==> src/rtl/bus_gen_arbiter.sv <==
// Multi-bus round-robin arbiter: pops a granted device's FWFT FIFO and pushes the packet to its destination(s).
// Optional macro BCAST_TO_SRC_EN: broadcast packets are also pushed back to the source device.
module bus_gen_arbiter #(
  parameter int          bits      = 1,
  parameter int          drvrs     = 4,
  parameter int          pckg_sz   = 16,
  parameter logic [7:0]  broadcast = 8'hFF
) (
  input  logic                            clk,
  input  logic                            reset,
  input  logic [bits*drvrs-1:0]           pndng,
  output logic [bits*drvrs-1:0]           pop,
  input  logic [pckg_sz*bits*drvrs-1:0]   D_pop,
  output logic [bits*drvrs-1:0]           push,
  output logic [pckg_sz*bits*drvrs-1:0]   D_push
);

  localparam int IW = (drvrs > 1) ? $clog2(drvrs) : 1;

  typedef enum logic [1:0] {
    IDLE = 2'd0,
    POP  = 2'd1,
    PUSH = 2'd2
  } state_t;

  // First requesting device at or after start, wrapping past the last device.
  function automatic logic [IW-1:0] rr_pick(input logic [drvrs-1:0] req,
                                            input logic [IW-1:0]    start);
    logic [IW-1:0] pick;
    logic          found;
    int            idx;
    pick  = start;
    found = 1'b0;
    for (int i = 0; i < drvrs; i++) begin
      idx = int'(start) + i;
      if (idx >= drvrs) idx = idx - drvrs;
      if (!found && req[idx[IW-1:0]]) begin
        found = 1'b1;
        pick  = idx[IW-1:0];
      end
    end
    return pick;
  endfunction

  function automatic logic [drvrs-1:0] dest_mask(input logic [7:0]    id,
                                                 input logic [IW-1:0] src);
    logic [drvrs-1:0] m;
    m = '0;
    if (id == broadcast) begin
`ifdef BCAST_TO_SRC_EN
      m = '1;
`else
      m      = '1;
      m[src] = 1'b0;
`endif
    end else if (int'(id) < drvrs) begin
      m[id[IW-1:0]] = 1'b1;
    end
    return m;
  endfunction

  function automatic logic [drvrs-1:0] onehot(input logic [IW-1:0] idx);
    logic [drvrs-1:0] m;
    m      = '0;
    m[idx] = 1'b1;
    return m;
  endfunction

  for (genvar b = 0; b < bits; b++) begin : g_bus
    state_t                         state, state_nxt;
    logic [IW-1:0]                  ptr, ptr_nxt;
    logic [IW-1:0]                  grant, grant_nxt;
    logic [drvrs-1:0]               pop_r, pop_nxt;
    logic [drvrs-1:0]               push_r, push_nxt;
    logic [pckg_sz-1:0]             pkt, pkt_nxt;
    logic [pckg_sz-1:0]             head;
    logic [drvrs-1:0]               req;
    logic [drvrs-1:0][pckg_sz-1:0]  lanes;

    assign req   = pndng[b*drvrs +: drvrs];
    assign lanes = D_pop[b*drvrs*pckg_sz +: drvrs*pckg_sz];
    assign head  = lanes[grant];

    always_comb begin
      state_nxt = state;
      ptr_nxt   = ptr;
      grant_nxt = grant;
      pop_nxt   = '0;
      push_nxt  = '0;
      pkt_nxt   = pkt;
      case (state)
        IDLE: begin
          if (|req) begin
            grant_nxt = rr_pick(req, ptr);
            pop_nxt   = onehot(grant_nxt);
            state_nxt = POP;
          end
        end
        POP: begin
          // The FWFT head is still valid on the edge that consumes it.
          pkt_nxt   = head;
          push_nxt  = dest_mask(head[pckg_sz-1 -: 8], grant);
          state_nxt = PUSH;
        end
        PUSH: begin
          ptr_nxt   = (grant == IW'(drvrs - 1)) ? '0 : grant + IW'(1);
          state_nxt = IDLE;
        end
        default: state_nxt = IDLE;
      endcase
    end

    always_ff @(posedge clk) begin
      if (reset) begin
        state  <= IDLE;
        ptr    <= '0;
        grant  <= '0;
        pop_r  <= '0;
        push_r <= '0;
        pkt    <= '0;
      end else begin
        state  <= state_nxt;
        ptr    <= ptr_nxt;
        grant  <= grant_nxt;
        pop_r  <= pop_nxt;
        push_r <= push_nxt;
        pkt    <= pkt_nxt;
      end
    end

    assign pop[b*drvrs +: drvrs]                    = pop_r;
    assign push[b*drvrs +: drvrs]                   = push_r;
    assign D_push[b*drvrs*pckg_sz +: drvrs*pckg_sz] = {drvrs{pkt}};
  end

endmodule

==> config.mk <==
export PLATFORM = sky130hd
export DESIGN_NAME = bus_gen_arbiter
export DESIGN_NICKNAME = d
export VERILOG_FILES = /design/src/rtl/bus_gen_arbiter.sv
export SDC_FILE = /design/constraint.sdc
export NUM_CORES = 1
export LEC_CHECK = 0
export CORE_MARGIN = 4
export CORE_UTILIZATION = 32
export DETAILED_ROUTE_END_ITERATION = 12
export HOLD_SLACK_MARGIN = 0.15
export PLACE_DENSITY = 0.78
export SYNTH_ARGS = -nofsm -noshare
export SYNTH_HDL_FRONTEND = slang
export SYNTH_SLANG_ARGS = --single-unit
==> constraint.sdc <==
create_clock -name clk -period 1.8 [get_ports clk]
set_clock_uncertainty 0.15 [all_clocks]
set_input_delay 0.36 -clock clk [delete_from_list [all_inputs] [get_ports clk]]
set_output_delay 0.36 -clock clk [all_outputs]
set_load 0.02 [all_outputs]
# Word-level counts from Yosys, hierarchy flattened

Cells that the tools add are included.

Register bits after elaboration: 30
Bits in latches: 0
RAM bits: 0
Bits in read-only memories: 0
Output and inout port bits: 72
Word-level logic and storage cells: 100
Memories: 0

Add/subtract/negate cells: 8
$mul: 0
Div/mod/pow operators: 0
Magnitude comparators: 15
Eq/ne operators: 5
Shift-type cells: 0
Mux-type cells: 48
Bitwise operators: 4
Reduce and logical (&&, ||, !) cells: 14

Operators with widths:

| cell                                                               | count |
|---|---|
| 2-to-1 mux 2 bit                                                   | 20 |
| binary-select mux 16 bit (select 2 bit)                            | 1 |
| less-than comparator 2 x 3 -> 1 bit (second input constant)        | 7 |
| 2-to-1 mux 1 bit                                                   | 16 |
| 2-to-1 mux 16 bit                                                  | 1 |
| greater-or-equal comparator 3 bit (second input constant)          | 3 |
| binary-select mux 1 bit (select 2 bit)                             | 4 |
| equality test 8 bit (second input constant)                        | 1 |
| less-than comparator 8 x 3 -> 1 bit (second input constant)        | 1 |
| 2-to-1 mux 4 bit                                                   | 2 |
| subtractor 2 x 1 -> 2 bit (second input constant)                  | 4 |
| adder 2 x 2 -> 3 bit (second input constant)                       | 2 |
| demux 1 bit (select 2 bit)                                         | 3 |
| greater-or-equal comparator 2 x 1 -> 1 bit (second input constant) | 3 |
| logical AND 1 bit                                                  | 6 |
| equality test 2 bit (second input constant)                        | 2 |
| NOT 4 bit                                                          | 1 |
| case mux 2 bit (2 select lines)                                    | 1 |
| OR reduction 4 bit                                                 | 1 |
| adder 2 x 1 -> 3 bit (second input constant)                       | 1 |
| greater-or-equal comparator 2 x 3 -> 1 bit (second input constant) | 1 |
| zero test 1 bit                                                    | 3 |
| NOT 1 bit                                                          | 3 |
| OR reduction 3 bit                                                 | 1 |
| 6 further kinds                                                    | 6 |

# Logic depth before layout (Yosys ltp)

Depth in word-level cells: 28
Mapped depth: 6

# Worst setup path before layout

OpenSTA, ideal clock, no wires.

Path type: register -> register
From: register g_bus[0].grant[0]
To: register g_bus[0].push_r[0] (netlist: push[0])
Arrival time: 1615 ps
Data required time: 1558 ps
Slack: -58 ps
Stages on the path, launching flop included: 6
Period minus slack after synthesis: 1858 ps
Cell sequence: dfxtp_1 -> buf_6 -> mux4_2 -> nor4_1 -> nand2_1 -> o32ai_1

Cells in the longest elaborated chain, start to end: 8
Elaborated cells between the ends (all ways): 17
Those cells by class: order compare: 5; eq/ne: 1; mux: 8; bitwise: 1; reduce/logical: 2

RTL lines:

| what                                                                                                                           | line | source |
|---|---|---|
| start: declaration                                                                                                             | 72   | `logic [IW-1:0] grant, grant_nxt;` |
| start signal: assignment                                                                                                       | 124  | `grant <= grant_nxt;` |
| binary-select mux 16 bit (select 2 bit)                                                                                        | 82   | `assign head = lanes[grant];` |
| 2-to-1 mux 16 bit (not written as such)                                                                                        | 82   |  |
| less-than comparator 2 x 3 -> 1 bit (not written as such) / greater-or-equal comparator 2 x 1 -> 1 bit (equally long branches) | 57   | `m[id[IW-1:0]] = 1'b1;` |
| logical AND 1 bit (not written as such)                                                                                        | 57   |  |
| 2-to-1 mux 1 bit (not written as such)                                                                                         | 57   |  |
| demux 1 bit (select 2 bit)                                                                                                     | 57   |  |
| 2-to-1 mux 4 bit                                                                                                               | 56   | `end else if (int'(id) < drvrs) begin` |
| 2-to-1 mux 4 bit *                                                                                                             | 49   | `if (id == broadcast) begin` |
| end signal: assignment                                                                                                         | 126  | `push_r <= push_nxt;` |
| end: declaration                                                                                                               | 74   | `logic [drvrs-1:0] push_r, push_nxt;` |

Every way passes the cells marked *; elsewhere a longest branch is shown, timed or not. The select of a mux whose other input is x is not followed.
A chain may end at the register's enable or synchronous reset.

# Worst setup path after layout

From: input port D_pop[30]
To: register g_bus[0].push_r[0] (netlist: push[0])

Cells in the longest elaborated chain, start to end: 5
Elaborated cells between the ends (all ways): 6
Those cells by class: order compare: 1; eq/ne: 1; mux: 4

RTL lines:

| what                                      | line | source |
|---|---|---|
| start: declaration                        | 13   | `input logic [pckg_sz*bits*drvrs-1:0] D_pop,` |
| binary-select mux 16 bit (select 2 bit) * | 82   |  |
| 2-to-1 mux 16 bit (not written as such) * | 82   |  |
| less-than comparator 8 x 3 -> 1 bit       | 56   |  |
| 2-to-1 mux 4 bit                          | 56   |  |
| 2-to-1 mux 4 bit *                        | 49   |  |

Marks and branches as above.

==> flow_summary.json <==
{
  "wire_per_inst_um": 14.8,
  "place_area_um2": 3180,
  "layout_common_cells": "clkdlybuf4s50_1, dlygate4sd2_1, nand2_1, dfxtp_1, a21oi_1",
  "pwr-share-comb": 0.370,
  "synth_top_cell_area_share": 0.305,
  "synth.avg_cell_area_um2": 9.16,
  "rsz0062_at_grt": "true",
  "start_util": 0.331,
  "finalHoldViolCount": 0,
  "failed_checks": "negative setup slack",
  "setup_viol": 4,
  "cpPeakStageDelay_ns": 0.46,
  "regArea_um2": 606,
  "finalCritPeriodShare": 1.03,
  "p_sw_w": 0.000681,
  "synth_area_leaders": "dfxtp_1, buf_4, mux4_2",
  "globalplace.congestion": 0.722,
  "pre_cts_ws_ns": -0.362,
  "cp-end-kind": "register",
  "antenna_found_initial": 0,
  "crit_required_ns": 1.84,
  "wl_mm": 5.94,
  "cts_tree": "built",
  "area_delta_synth_final_pct": 70.5,
  "seq_power_share": 0.344,
  "grt_start_max_net_pins": 24,
  "path_buf_inv": 1,
  "multi_input_area_um2": 1020,
  "grt_pass1_vias": 1881,
  "yosysSeqAreaShare": 0.305,
  "ys_seq_elements": 30,
  "cts_buffers": 5,
  "design_area_um2": 3360,
  "cp.arrival_ns": 1.90,
  "die_h_um": 86.5,
  "io_pins": 142,
  "fp.dieW_um": 86.5,
  "synth_top_cell_by_area": "dfxtp_1",
  "worstPathCellList": "clkdlybuf4s50_1 -> mux4_2 -> nand4_1 -> or3_4 -> o32ai_2",
  "fin_crit_ns": 1.86,
  "status": "finished, violations left",
  "sw_frac_of_total": 0.309,
  "synth_area_um2": 1970,
  "grt.overflow.total": 0,
  "cts-hold-fix-buffers": 0,
  "cts_max_level": 2,
  "detail_route.iter0.violations": 59,
  "hp-class": "register to register",
  "yosys.cell_types.count": 30,
  "syn_inst": 215,
  "root_buffer": "clkbuf_8",
  "final_common_cell": "clkdlybuf4s50_1",
  "final_antenna_net_count": 0,
  "p_clk_frac": 0.286,
  "crit_type": "input pin to register",
  "viasPerCell": 4.73,
  "clk_pin_slew_ns": 0.06,
  "cellLeakagePower_nw": 1.57,
  "tightest_slew_ns": 0.348,
  "fin_ws_ns": -0.0597,
  "insertion_delay_ns": 0.28,
  "grt_pass1_wl_mm": 9.09,
  "relSlewSlack": 0.768,
  "die-area_um2": 7470,
  "fmax_mhz": 538,
  "final_max_slew_viol_count": 0,
  "maxCapViolCount": 0,
  "port_buffers": 141,
  "critPathLaunchType": "input pin",
  "intPower_w": 0.00152,
  "ys_warn_count": 0,
  "first_pass_iters": 4,
  "powerDensity_nw_per_um2": 656,
  "vias": 1893,
  "synthesis.nets": 289,
  "hpwlAfterDp_mm": 4.84,
  "slowest_stage": "clkdlybuf4s50_1",
  "cts_num_sinks": 30,
  "antennaDiodeCount": 0,
  "path_delay_family": "simple AND/OR/NAND/NOR gates",
  "drc": 0,
  "fillCellCount": 568,
  "clock_path_buffers": 2,
  "crit_fanout": 3,
  "nets": 398,
  "core_um2": 5960,
  "rows": 28,
  "layout-drive-gt1-share": 0.182,
  "grt.total_usage": 0.154,
  "ir_drop_uv": 330
}
## cell families after synthesis
logic type,count (synthesis),share of synthesized area
adder cells (fa/ha/maj),4,0.0254
buffers and inverters,62,0.215
flip-flops,30,0.305
multiplexers,17,0.188
AND/OR/NAND/NOR,71,0.172
AO/OA/AOI/OAI,31,0.0947
## layer usage
layer | up-vias | share of wire | track usage
met5 | - | 0 | 0
met4 | 0 | 0.015 | 0.0482
met3 | 8 | 0.077 | 0.0380
met2 | 75 | 0.53 | 0.281
met1 | 883 | 0.38 | 0.174
li1 | 927 | - | -
## sequential cells by signal, summed over array words and instances, names as in the netlist
register / count
g_bus.ptr: 2
g_bus.state: 2
g_bus.pkt: 16
pop: 4
g_bus.grant: 2
push: 4
## cell usage after synthesis (all sizes together)
cell type and count:
nor2 5, inv 3, nand2b 3, buf 53, nor2b 6, o211a 1, o211ai 1, nand3b 3
or4 1, nor3b 1, a21oi 21, ha 4, or3 4, o32ai 3, nand2 39, mux4 16
a2111oi 1, nand4 2, nor3 1, o2111ai 1, clkbuf 6, mux2i 1, nor4 4, dfxtp 30
o21bai 2, o21ai 1, and3 2
## layout make-up
class                   instances  area share
inverters                       3     0.00335
well taps                      75      0.0279
repair buffers                161       0.451
clock buffers                   8      0.0328
flip-flops and latches         30       0.180
multi-input cells             123       0.304
## worst paths after layout
| path | start | end | slack (ns) | cells after the start |
|---|---|---|---|---|
| hold reg to reg | g_bus[0].pkt[3]$_SDFFE_PP0N_ | g_bus[0].pkt[3]$_SDFFE_PP0N_ | 0.33 | 2 |
| hold / removal | g_bus[0].pkt[3]$_SDFFE_PP0N_ | g_bus[0].pkt[3]$_SDFFE_PP0N_ | 0.33 | 2 |
| setup reg to reg | g_bus[0].grant[0]$_SDFFE_PP0N_ | push[0]$_SDFF_PP0_ | -0.05 | 4 |
| setup / recovery | D_pop[30] | push[0]$_SDFF_PP0_ | -0.06 | 5 |
## per-stage QoR
stage / hold slack (ns) / power, W / utilization / TNS (ns) / cells
final: 0.334 / 0.00220 / 0.564 / -0.185 / 400
after floorplan: 0.289 / 0.00127 / - / 0 / 215
after global placement: 0.332 / 0.00161 / 0.533 / -2.70 / 386
after detailed placement: 0.342 / 0.00162 / 0.533 / -3.17 / 386
after global routing: 0.373 / 0.00233 / 0.564 / -0.570 / 400
after CTS: 0.346 / 0.00222 / 0.554 / -0.138 / 400
## tightest hold or removal path, stage by stage, from the launching register on
cell,delay [ns]
dfxtp_1,0.33
nand2_1,0.06
a21oi_1,0.05
## timing repair
action,4_1_cts,5_1_grt
setup buffers,6,0
cloned,0,0
endpoints found under the setup margin,70,15
pin swaps,8,3
resized for setup,67,16
hold endpoints to repair,0,0
## power by group through the flow
stage	combinational, W	sequential [W]	clock [W]
3_5_place_dp	0.000845	0.000779	0
3_3_place_gp	0.000837	0.000774	0
2_1_floorplan	0.000466	0.000803	0
5_1_grt	0.000868	0.000768	0.000691
6_report	0.000814	0.000757	0.000631
4_1_cts	0.000807	0.000760	0.000648
(Power assumes the default switching activity.)
